--- src/rtl/xnor_pkg.sv ---
// Shared types and width helpers for the XNOR popcount accumulator.
// Holds the frame FSM state enum and the clog2_p1 width function.
package xnor_pkg;

    typedef enum logic {
        ACCUM = 1'b0,
        DONE  = 1'b1
    } state_t;

    // Bits needed to hold any value in 0..n.
    function automatic int clog2_p1(input int n);
        return $clog2(n + 1);
    endfunction

endpackage

--- src/rtl/xnor_popcount.sv ---
// Combinational per-beat compare: bitwise XNOR of a and b plus its popcount.
// Ports: a, b (WIDTH) in; match (WIDTH) XNOR vector out; count (PC_W) out.
module xnor_popcount
    import xnor_pkg::*;
#(
    parameter int WIDTH = 8,
    parameter int PC_W  = clog2_p1(WIDTH)
) (
    input  logic [WIDTH-1:0] a,
    input  logic [WIDTH-1:0] b,
    output logic [WIDTH-1:0] match,
    output logic [PC_W-1:0]  count
);

    // Leaves are padded to a power of two so the tree is balanced.
    localparam int N = 1 << $clog2(WIDTH);

    logic [N-1:0]    padded;
    logic [PC_W-1:0] sum [N];

    assign match  = ~(a ^ b);
    assign padded = N'(match);

    // Pairwise reduction: level s adds nodes i and i+s into node i.
    always_comb begin
        for (int i = 0; i < N; i++) begin
            sum[i] = PC_W'(padded[i]);
        end
        for (int s = 1; s < N; s = s * 2) begin
            for (int i = 0; i < N; i = i + 2 * s) begin
                sum[i] = sum[i] + sum[i+s];
            end
        end
        count = sum[0];
    end

endmodule

--- src/rtl/xnor_popcount_acc.sv ---
// Frame accumulator of XNOR match counts with valid/ready on both sides.
// Ports: clk, rst; in_valid/in_ready, a, b, in_last; out_valid/out_ready,
// out_count, out_beats, out_match_all.
module xnor_popcount_acc
    import xnor_pkg::*;
#(
    parameter int WIDTH     = 8,
    parameter int FRAME_LEN = 4,
    parameter int PC_W      = clog2_p1(WIDTH),
    parameter int ACC_W     = clog2_p1(WIDTH * FRAME_LEN),
    parameter int BC_W      = clog2_p1(FRAME_LEN)
) (
    input  logic             clk,
    input  logic             rst,
    input  logic             in_valid,
    output logic             in_ready,
    input  logic [WIDTH-1:0] a,
    input  logic [WIDTH-1:0] b,
    input  logic             in_last,
    output logic             out_valid,
    input  logic             out_ready,
    output logic [ACC_W-1:0] out_count,
    output logic [BC_W-1:0]  out_beats,
    output logic             out_match_all
);

    state_t state_q;
    state_t state_d;

    logic [ACC_W-1:0] acc_q;
    logic [BC_W-1:0]  beats_q;
    logic             all_q;

    logic [WIDTH-1:0] match;
    logic [PC_W-1:0]  pc;

    logic [ACC_W-1:0] acc_sum;
    logic [BC_W-1:0]  beats_inc;
    logic             accept;
    logic             last_beat;
    logic             beat_all;

    xnor_popcount #(
        .WIDTH (WIDTH),
        .PC_W  (PC_W)
    ) u_pc (
        .a     (a),
        .b     (b),
        .match (match),
        .count (pc)
    );

    // Decoded from state, not in_ready, to keep the comb path acyclic.
    assign accept    = in_valid && (state_q == ACCUM);
    assign acc_sum   = acc_q + ACC_W'(pc);
    assign beats_inc = beats_q + BC_W'(1);
    assign last_beat = in_last || (beats_q == BC_W'(FRAME_LEN - 1));

    // A frame sums to WIDTH*beats only if every beat was a full match,
    // so a running AND of per-beat full matches gives the same flag.
    assign beat_all = all_q && (&match);

    always_comb begin
        state_d   = state_q;
        in_ready  = 1'b0;
        out_valid = 1'b0;
        unique case (state_q)
            ACCUM: begin
                in_ready = !rst;
                if (accept && last_beat) begin
                    state_d = DONE;
                end
            end
            DONE: begin
                out_valid = 1'b1;
                if (out_ready) begin
                    state_d = ACCUM;
                end
            end
        endcase
    end

    always_ff @(posedge clk or posedge rst) begin
        if (rst) begin
            state_q <= ACCUM;
        end else begin
            state_q <= state_d;
        end
    end

    always_ff @(posedge clk or posedge rst) begin
        if (rst) begin
            acc_q         <= '0;
            beats_q       <= '0;
            all_q         <= 1'b1;
            out_count     <= '0;
            out_beats     <= '0;
            out_match_all <= 1'b0;
        end else if (accept) begin
            if (last_beat) begin
                out_count     <= acc_sum;
                out_beats     <= beats_inc;
                out_match_all <= beat_all;
                acc_q         <= '0;
                beats_q       <= '0;
                all_q         <= 1'b1;
            end else begin
                acc_q   <= acc_sum;
                beats_q <= beats_inc;
                all_q   <= beat_all;
            end
        end
    end

endmodule

--- config.mk ---
export PLATFORM = sky130hd
export DESIGN_NAME = xnor_popcount_acc
export DESIGN_NICKNAME = d
export VERILOG_FILES = /design/src/rtl/xnor_pkg.sv /design/src/rtl/xnor_popcount.sv /design/src/rtl/xnor_popcount_acc.sv
export SDC_FILE = /design/constraint.sdc
export NUM_CORES = 1
export LEC_CHECK = 0
export BUFFER_PORTS_ARGS = -buffer_cell sky130_fd_sc_hd__buf_4
export CORE_ASPECT_RATIO = 1.25
export CORE_MARGIN = 3
export CORE_UTILIZATION = 35
export DETAILED_ROUTE_END_ITERATION = 10
export PLACE_DENSITY = 0.57
export SYNTH_ARGS = -nofsm -noshare
export SYNTH_HDL_FRONTEND = slang
export SYNTH_HIERARCHICAL = 1
export SYNTH_SLANG_ARGS = --single-unit
--- constraint.sdc ---
create_clock -name clk -period 1.7 [get_ports clk]
set_clock_uncertainty 0.2 [all_clocks]
set_input_delay 0 -clock clk [delete_from_list [all_inputs] [get_ports clk]]
set_output_delay 0 -clock clk [all_outputs]
set_load 0.01 [all_outputs]
==> results.py, run 1 <==
metrics = {
    "worst_hold_path": {
        "hp-start": "a[0]",
        "holdPathStages": 6,
        "hp-class": "in2reg",
        "hold_end": "out_match_all$_DFFE_PP0P_",
    },
    "synth": {
        "synth_xor_area_frac": 0.0863,
        "synthMuxAreaShare": 0,
        "synthAdderAreaFrac": 0.161,
        "synthArstFlopShare": 1.00,
        "synth-compound-area-share": 0.137,
        "syn_inst": 135,
        "synth_area_um2": 1320,
        "synth_ff_type": "dfrtp_1",
        "synth_top_family_by_area": "adder cells",
        "syn_nets": 170,
        "ys_ff_latch": 21,
        "syn_avg_cell_area_um2": 9.78,
        "synthSimpleGateAreaFrac": 0.151,
        "netlist_top_cells_count": "nand2_1 (22), dfrtp_1 (20), inv_1 (16), xnor2_1 (10)",
        "yosysWarningCount": 6,
        "synth_area_leader_cell": "dfrtp_1",
        "synth_cell_type_count": 32,
        "synth_top_area_share": 0.379,
        "synth_edf_count": 0,
        "ys_seq_area_frac": 0.399,
        "synth_area_leaders": "dfrtp_1 (38%), ha_1 (8.5%), fa_1 (7.6%), xnor2_1 (6.6%), nand2_1 (6.3%)",
        "synth_most_common_cell": "nand2_1",
    },
    "pwr": {
        "switching_power_mw": 1.33,
        "ir_drop_mv": 0.576,
        "cellLeakagePower_nw": 0.983,
        "p_sw_frac": 0.388,
        "comb_power_share": 0.654,
        "power_density_nw_per_um2": 1630,
        "p_total_mw": 3.42,
        "internal-power_mw": 2.09,
        "power_frac_seq": 0.249,
        "clockPowerShare": 0.097,
    },
    "sta": {
        "relSlewSlack": 0.772,
        "rsz0062_at_grt": "yes",
        "worst_pin_slew_ns": 0.340,
        "post-route-period-util": 1.81,
        "fin_ws_ns": -1.37,
        "hold_violations": 0,
        "fin_crit_ns": 3.07,
        "timing.hold.ws_ns": 0.00852,
        "finalSetupViolations": 12,
        "slew_viol_final": 0,
        "fmax_ghz": 0.325,
    },
    "clocking": {
        "ctsRootBufferMaster": "clkbuf_8",
        "numCtsBuffers": 3,
        "cts_buffer_depth": 2,
        "path_clk_slew_ns": 0.08,
        "cts_sinks": 21,
        "cts_tree": "done",
        "clock_latency_ns": 0.27,
        "h-tree-depth": 1,
    },
    "place": {
        "place_congestion": 0.760,
        "placedInstanceArea_um2": 1770,
        "port_buffers": 32,
        "dp.cells": 218,
        "dp_hpwl_um": 2220,
    },
    "worst_setup_path": {
        "worstPathRequired_ns": 1.66,
        "slowest_stage": "fa_1",
        "startpoint_type": "input pin",
        "crit_type": "in2reg",
        "cp_max_fo": 3,
        "crit_path_max_incr_delay_ns": 0.56,
        "regToRegStartpoint": "acc_q[0]$_DFFE_PP0P_",
        "critPathCaptureType": "flip-flop",
        "r2r_end": "acc_q[5]$_DFFE_PP0P_",
        "rr_worst_depth": 7,
        "crit_path_cell_trace": "buf_8 -> xor2_4 -> fa_1 -> inv_2 -> ha_4 -> inv_2 -> fa_2 -> fa_2 -> inv_2 -> buf_4 -> fa_2 -> a31oi_4 -> xnor2_2 -> o21ai_1",
        "worstPathArrival_ns": 3.03,
        "critical-path-top-delay-family": "adder cells",
        "cp_num_buf_inv": 5,
        "r2r_slack_ns": -0.07,
    },
    "cells_and_area": {
        "fillCellCount": 298,
        "layoutNonFillerInstCount": 232,
        "fin_nets": 229,
        "final_area_um2": 2090,
        "final_util": 0.590,
        "n_antenna_cell": 0,
        "drive_above_1_share": 0.487,
        "area_growth_pct": 58.4,
    },
    "floorplan": {
        "rows": 24,
        "die_area_um2": 4550,
        "ios": 33,
        "die_y_um": 74.7,
        "die_w_um": 60.9,
        "start_util": 0.373,
        "core_um2": 3540,
    },
    "global_routing": {
        "grt_usage": 0.148,
        "first_global_vias": 1177,
        "grt_max_degree": 21,
        "grt_overflow_total": 0,
        "grt_pass1_wl_um": 5010,
        "antenna_found_initial": 0,
    },
    "route": {
        "dr_total_vias": 1127,
        "firstDrtPassIters": 4,
        "drt_iter0_drc": 28,
        "drt_wl_total_um": 2920,
        "vias_per_cell": 4.86,
        "final_antenna_net_count": 0,
        "wl_per_cell_um": 12.6,
        "drc_errors": 0,
    },
    "run_status": {
        "violations": "negative setup slack",
        "status": "finished with violations",
    },
    "job": {
        "maxCapViolations": 0,
    },
}
[repair_timing]
| item | CTS | global route |
|---|---|---|
| hold endpoints to repair | 28 | 0 |
| resized for setup | 22 | 18 |
| hold buffers | 5 | 0 |
| setup buffers | 2 | 3 |
| setup endpoints to repair | 16 | 18 |
| pin swaps | 13 | 12 |
[flip-flops by register name (all words and copies together), names as in the netlist]
| register | flops |
|---|---|
| beats_q | 3 |
| out_count | 6 |
| all_q | 1 |
| state_q | 1 |
| acc_q | 6 |
| out_beats | 3 |
| out_match_all | 1 |
[tightest hold or removal path, cell delays in order]
cell and delay, ns:
buf_4 0.08, xnor2_1 0.08, nand4_1 0.11, nor2_1 0.05, nand3_1 0.07, nand2_1 0.05
[final cells by class]
cell class / instances / area (µm²) / share of cell area
clock buffers: 3 / 41.3 / 0.0197
well taps: 39 / 48.8 / 0.0233
repair buffers: 57 / 474 / 0.227
inverters: 16 / 60.1 / 0.0287
clock inverters: 1 / 5.00 / 0.00239
multi-input cells: 95 / 935 / 0.447
flip-flops and latches: 21 / 527 / 0.252
[per-stage QoR]
stage / TNS, ns / setup slack (ns)
5_1_grt: -14.68 / -1.48
3_5_place_dp: -16.92 / -1.60
3_3_place_gp: -16.42 / -1.58
4_1_cts: -12.75 / -1.32
2_1_floorplan: -13.63 / -1.30
6_report: -13.64 / -1.37
[worst max-delay path by stage]
stage,from,to,slack (ns),cells after the start
2_1_floorplan,b[5],acc_q[3]$_DFFE_PP0P_,-1.30,13
3_3_place_gp,b[5],acc_q[3]$_DFFE_PP0P_,-1.58,14
3_5_place_dp,b[5],acc_q[3]$_DFFE_PP0P_,-1.60,14
4_1_cts,a[5],acc_q[5]$_DFFE_PP0P_,-1.32,15
5_1_grt,b[5],acc_q[5]$_DFFE_PP0P_,-1.48,15
6_report,b[5],out_count[4]$_DFFE_PP0P_,-1.37,14
[cell usage in the layout (no fill, tap or decap), types with 5 or more instances in the layout]
| master | n |
|---|---|
| nor2_1 | 5 |
| inv_1 | 11 |
| inv_2 | 5 |
| xnor2_1 | 5 |
| dlygate4sd3_1 | 5 |
| nand2_1 | 21 |
| buf_4 | 45 |
| ha_4 | 5 |
| o21ai_1 | 7 |
| dfrtp_1 | 20 |
| buf_6 | 5 |
[logic make-up (layout without fill, tap and decap cells)]
family / after synthesis / count (layout)
AOI/OAI and AO/OA: 26 / 26
buffers and inverters: 19 / 77
adders and majority gates: 14 / 14
xor gates and xnor gates: 13 / 13
DFF: 21 / 21
and+or+nand+nor: 42 / 42
[power by group through the flow]
stage,registers (mW),clock network [mW],logic [mW]
floorplan,0.879,0,0.993
global placement,0.840,0,1.53
detailed placement,0.850,0,1.56
CTS,0.853,0.337,1.88
global route,0.878,0.353,2.46
finish,0.850,0.332,2.24
[metal layers]
layer / global-route usage / vias to the layer above / wire length [µm]
met3: 0.0103 / 5 / 132
li1: - / 556 / -
met2: 0.284 / 35 / 1620
met1: 0.158 / 531 / 1100
met5: 0 / - / 0
met4: 0.0723 / 0 / 67
Note: power is estimated with default switching activity, not from simulation.
==> run 2: changes to the inputs <==
--- a/config.mk
+++ b/config.mk
@@ -6,9 +6,10 @@
 export NUM_CORES = 1
 export LEC_CHECK = 0
 export BUFFER_PORTS_ARGS = -buffer_cell sky130_fd_sc_hd__buf_4
-export CORE_ASPECT_RATIO = 1.25
+export CORE_ASPECT_RATIO = 0.6
 export CORE_MARGIN = 3
 export CORE_UTILIZATION = 35
+export CTS_CLUSTER_SIZE = 10
 export DETAILED_ROUTE_END_ITERATION = 10
 export PLACE_DENSITY = 0.57
 export SYNTH_ARGS = -nofsm -noshare
==> run 2 against run 1 <==
The flow still finishes with violations (negative setup slack). Fmax is 2.2% higher. Worst setup slack better by 0.067 ns. Sequential power hardly changed. Count of clock-buffer cells in the layout stayed put. Critical path type unchanged. Largest power group unchanged. Highest routed layer unchanged.
==> results.py, run 2 (same netlist as run 1, synthesis figures left out) <==
metrics = {
    "run_status": {
        "status": "finished with violations",
        "violations": "negative setup slack",
    },
    "floorplan": {
        "die_area_um2": 4570,
        "start_util": 0.386,
        "rows": 16,
        "core_um2": 3420,
        "die_y_um": 53.6,
        "die_w_um": 85.3,
        "ios": 33,
    },
    "cells_and_area": {
        "fillCellCount": 290,
        "fin_nets": 228,
        "area_growth_pct": 53.4,
        "final_util": 0.591,
        "n_antenna_cell": 0,
        "layoutNonFillerInstCount": 237,
        "final_cell_mix": "buf_4 (47), nand2_1 (21), dfrtp_1 (20)",
        "drive_above_1_share": 0.458,
        "layout_commonest_cell": "buf_4",
        "largest_registers": "acc_q (6), out_count (6)",
        "final_area_um2": 2020,
    },
    "global_routing": {
        "grt_overflow_total": 0,
        "grt_usage": 0.154,
        "grt_max_degree": 22,
        "first_global_vias": 1139,
        "antenna_found_initial": 0,
        "grt_pass1_wl_um": 5400,
    },
    "place": {
        "dp.cells": 224,
        "placedInstanceArea_um2": 1780,
        "pre_cts_ws_ns": -1.60,
        "port_buffers": 32,
        "place_congestion": 0.846,
        "dp_hpwl_um": 2440,
    },
    "worst_hold_path": {
        "hp-class": "in2reg",
    },
    "clocking": {
        "cts_sinks": 21,
        "path_clk_slew_ns": 0.08,
        "cts_buffer_depth": 2,
        "h-tree-depth": 1,
        "numCtsBuffers": 3,
        "clock_latency_ns": 0.26,
        "cts_tree": "done",
        "ctsRootBufferMaster": "clkbuf_8",
    },
    "sta": {
        "worst_pin_slew_ns": 0.323,
        "relSlewSlack": 0.783,
        "fin_crit_ns": 3.01,
        "fin_ws_ns": -1.31,
        "rsz0062_at_grt": "yes",
        "finalSetupViolations": 12,
        "hold_violations": 0,
        "fmax_ghz": 0.332,
        "slew_viol_final": 0,
        "timing.hold.ws_ns": 0.0187,
        "post-route-period-util": 1.77,
    },
    "worst_setup_path": {
        "cp_max_fo": 2,
        "crit_path_cell_trace": "buf_8 -> xor2_4 -> fa_1 -> inv_2 -> ha_4 -> inv_2 -> fa_2 -> fa_2 -> inv_2 -> ha_4 -> a211oi_4 -> nor2_2 -> xnor2_2 -> o31ai_1",
        "crit_type": "in2reg",
        "crit_path_max_incr_delay_ns": 0.55,
        "worstPathRequired_ns": 1.67,
        "cp_common_cell": "inv_2",
        "slowest_stage": "fa_1",
        "critPathCaptureType": "flip-flop",
        "worstPathArrival_ns": 2.98,
        "startpoint_type": "input pin",
    },
    "job": {
        "maxCapViolations": 0,
    },
    "route": {
        "wl_per_cell_um": 13.7,
        "final_antenna_net_count": 0,
        "drt_iter0_drc": 47,
        "drt_wl_total_um": 3260,
        "firstDrtPassIters": 4,
        "vias_per_cell": 4.70,
        "drc_errors": 0,
        "dr_total_vias": 1113,
    },
    "pwr": {
        "cellLeakagePower_nw": 0.970,
        "ir_drop_mv": 0.892,
        "power_density_nw_per_um2": 1590,
    },
}
==> run 2: cell types whose count changed in the layout (fill, tap and decap cells not counted), sizes merged <==
cell,change
dlygate4sd3,-1
==> run 2: cell type report <==
| cell class | count | area [µm²] | area share |
|---|---|---|---|
| clock inverter | 1 | 5.00 | 0.00247 |
| tap | 45 | 56.3 | 0.0278 |
| sequential | 21 | 527 | 0.260 |
| multi-input combinational | 95 | 878 | 0.434 |
| clock buffer | 3 | 41.3 | 0.0204 |
| timing repair buffer | 56 | 457 | 0.226 |
| inverter | 16 | 60.1 | 0.0297 |
==> run 2: critical path: cells and delay by family <==
family                     cells  cell delay [ns]
adders and majority gates      5             1.91
buffers and inverters          4             0.23
xor gates and xnor gates       2             0.32
and+or+nand+nor                1             0.08
AOI/OAI and AO/OA              2             0.44
==> run 2: power breakdown <==
part           leakage [nW]  switching [mW]  internal [mW]
clock                0.0255           0.164          0.163
combinational         0.679           0.939           1.11
sequential            0.266           0.151          0.699
total                 0.970            1.25           1.97
==> run 2: what timing repair did <==
item | 4_1_cts | 5_1_grt
hold buffers | 4 | 0
pin swaps | 8 | 8
buffers inserted | 2 | 4
endpoints found under the setup margin | 12 | 20
hold endpoints to repair | 29 | 0
gates resized for setup | 11 | 17
==> run 2: metal layers <==
metal	global-route usage	wire length, µm	vias to the layer above	share of wire
li1	-	-	558	-
met1	0.206	1540	522	0.47
met2	0.255	1540	29	0.47
met3	0.0382	157	4	0.048
met4	0.0395	21	0	0.0064
met5	0	0	-	0
==> run 2: path summary, 6_finish.rpt <==
check | start | end | slack (ns) | depth (start not counted)
max | b[5] | acc_q[3]$_DFFE_PP0P_ | -1.31 | 14
min | a[1] | out_match_all$_DFFE_PP0P_ | 0.02 | 6
max reg2reg | beats_q[0]$_DFFE_PP0P_ | acc_q[4]$_DFFE_PP0P_ | -0.05 | 6
min reg2reg | out_count[1]$_DFFE_PP0P_ | out_count[1]$_DFFE_PP0P_ | 0.28 | 2
max in group asynchronous | rst | all_q$_DFFE_PP1P_ | 0.88 | 4
min in group asynchronous | rst | acc_q[0]$_DFFE_PP0P_ | 0.15 | 4
==> run 2: per-stage QoR <==
step           setup TNS (ns)  total power, mW
2_1_floorplan          -13.63             1.87
3_3_place_gp           -16.33             2.42
3_5_place_dp           -16.92             2.45
4_1_cts                -12.59             2.98
5_1_grt                -13.85             3.51
6_report               -12.64             3.22
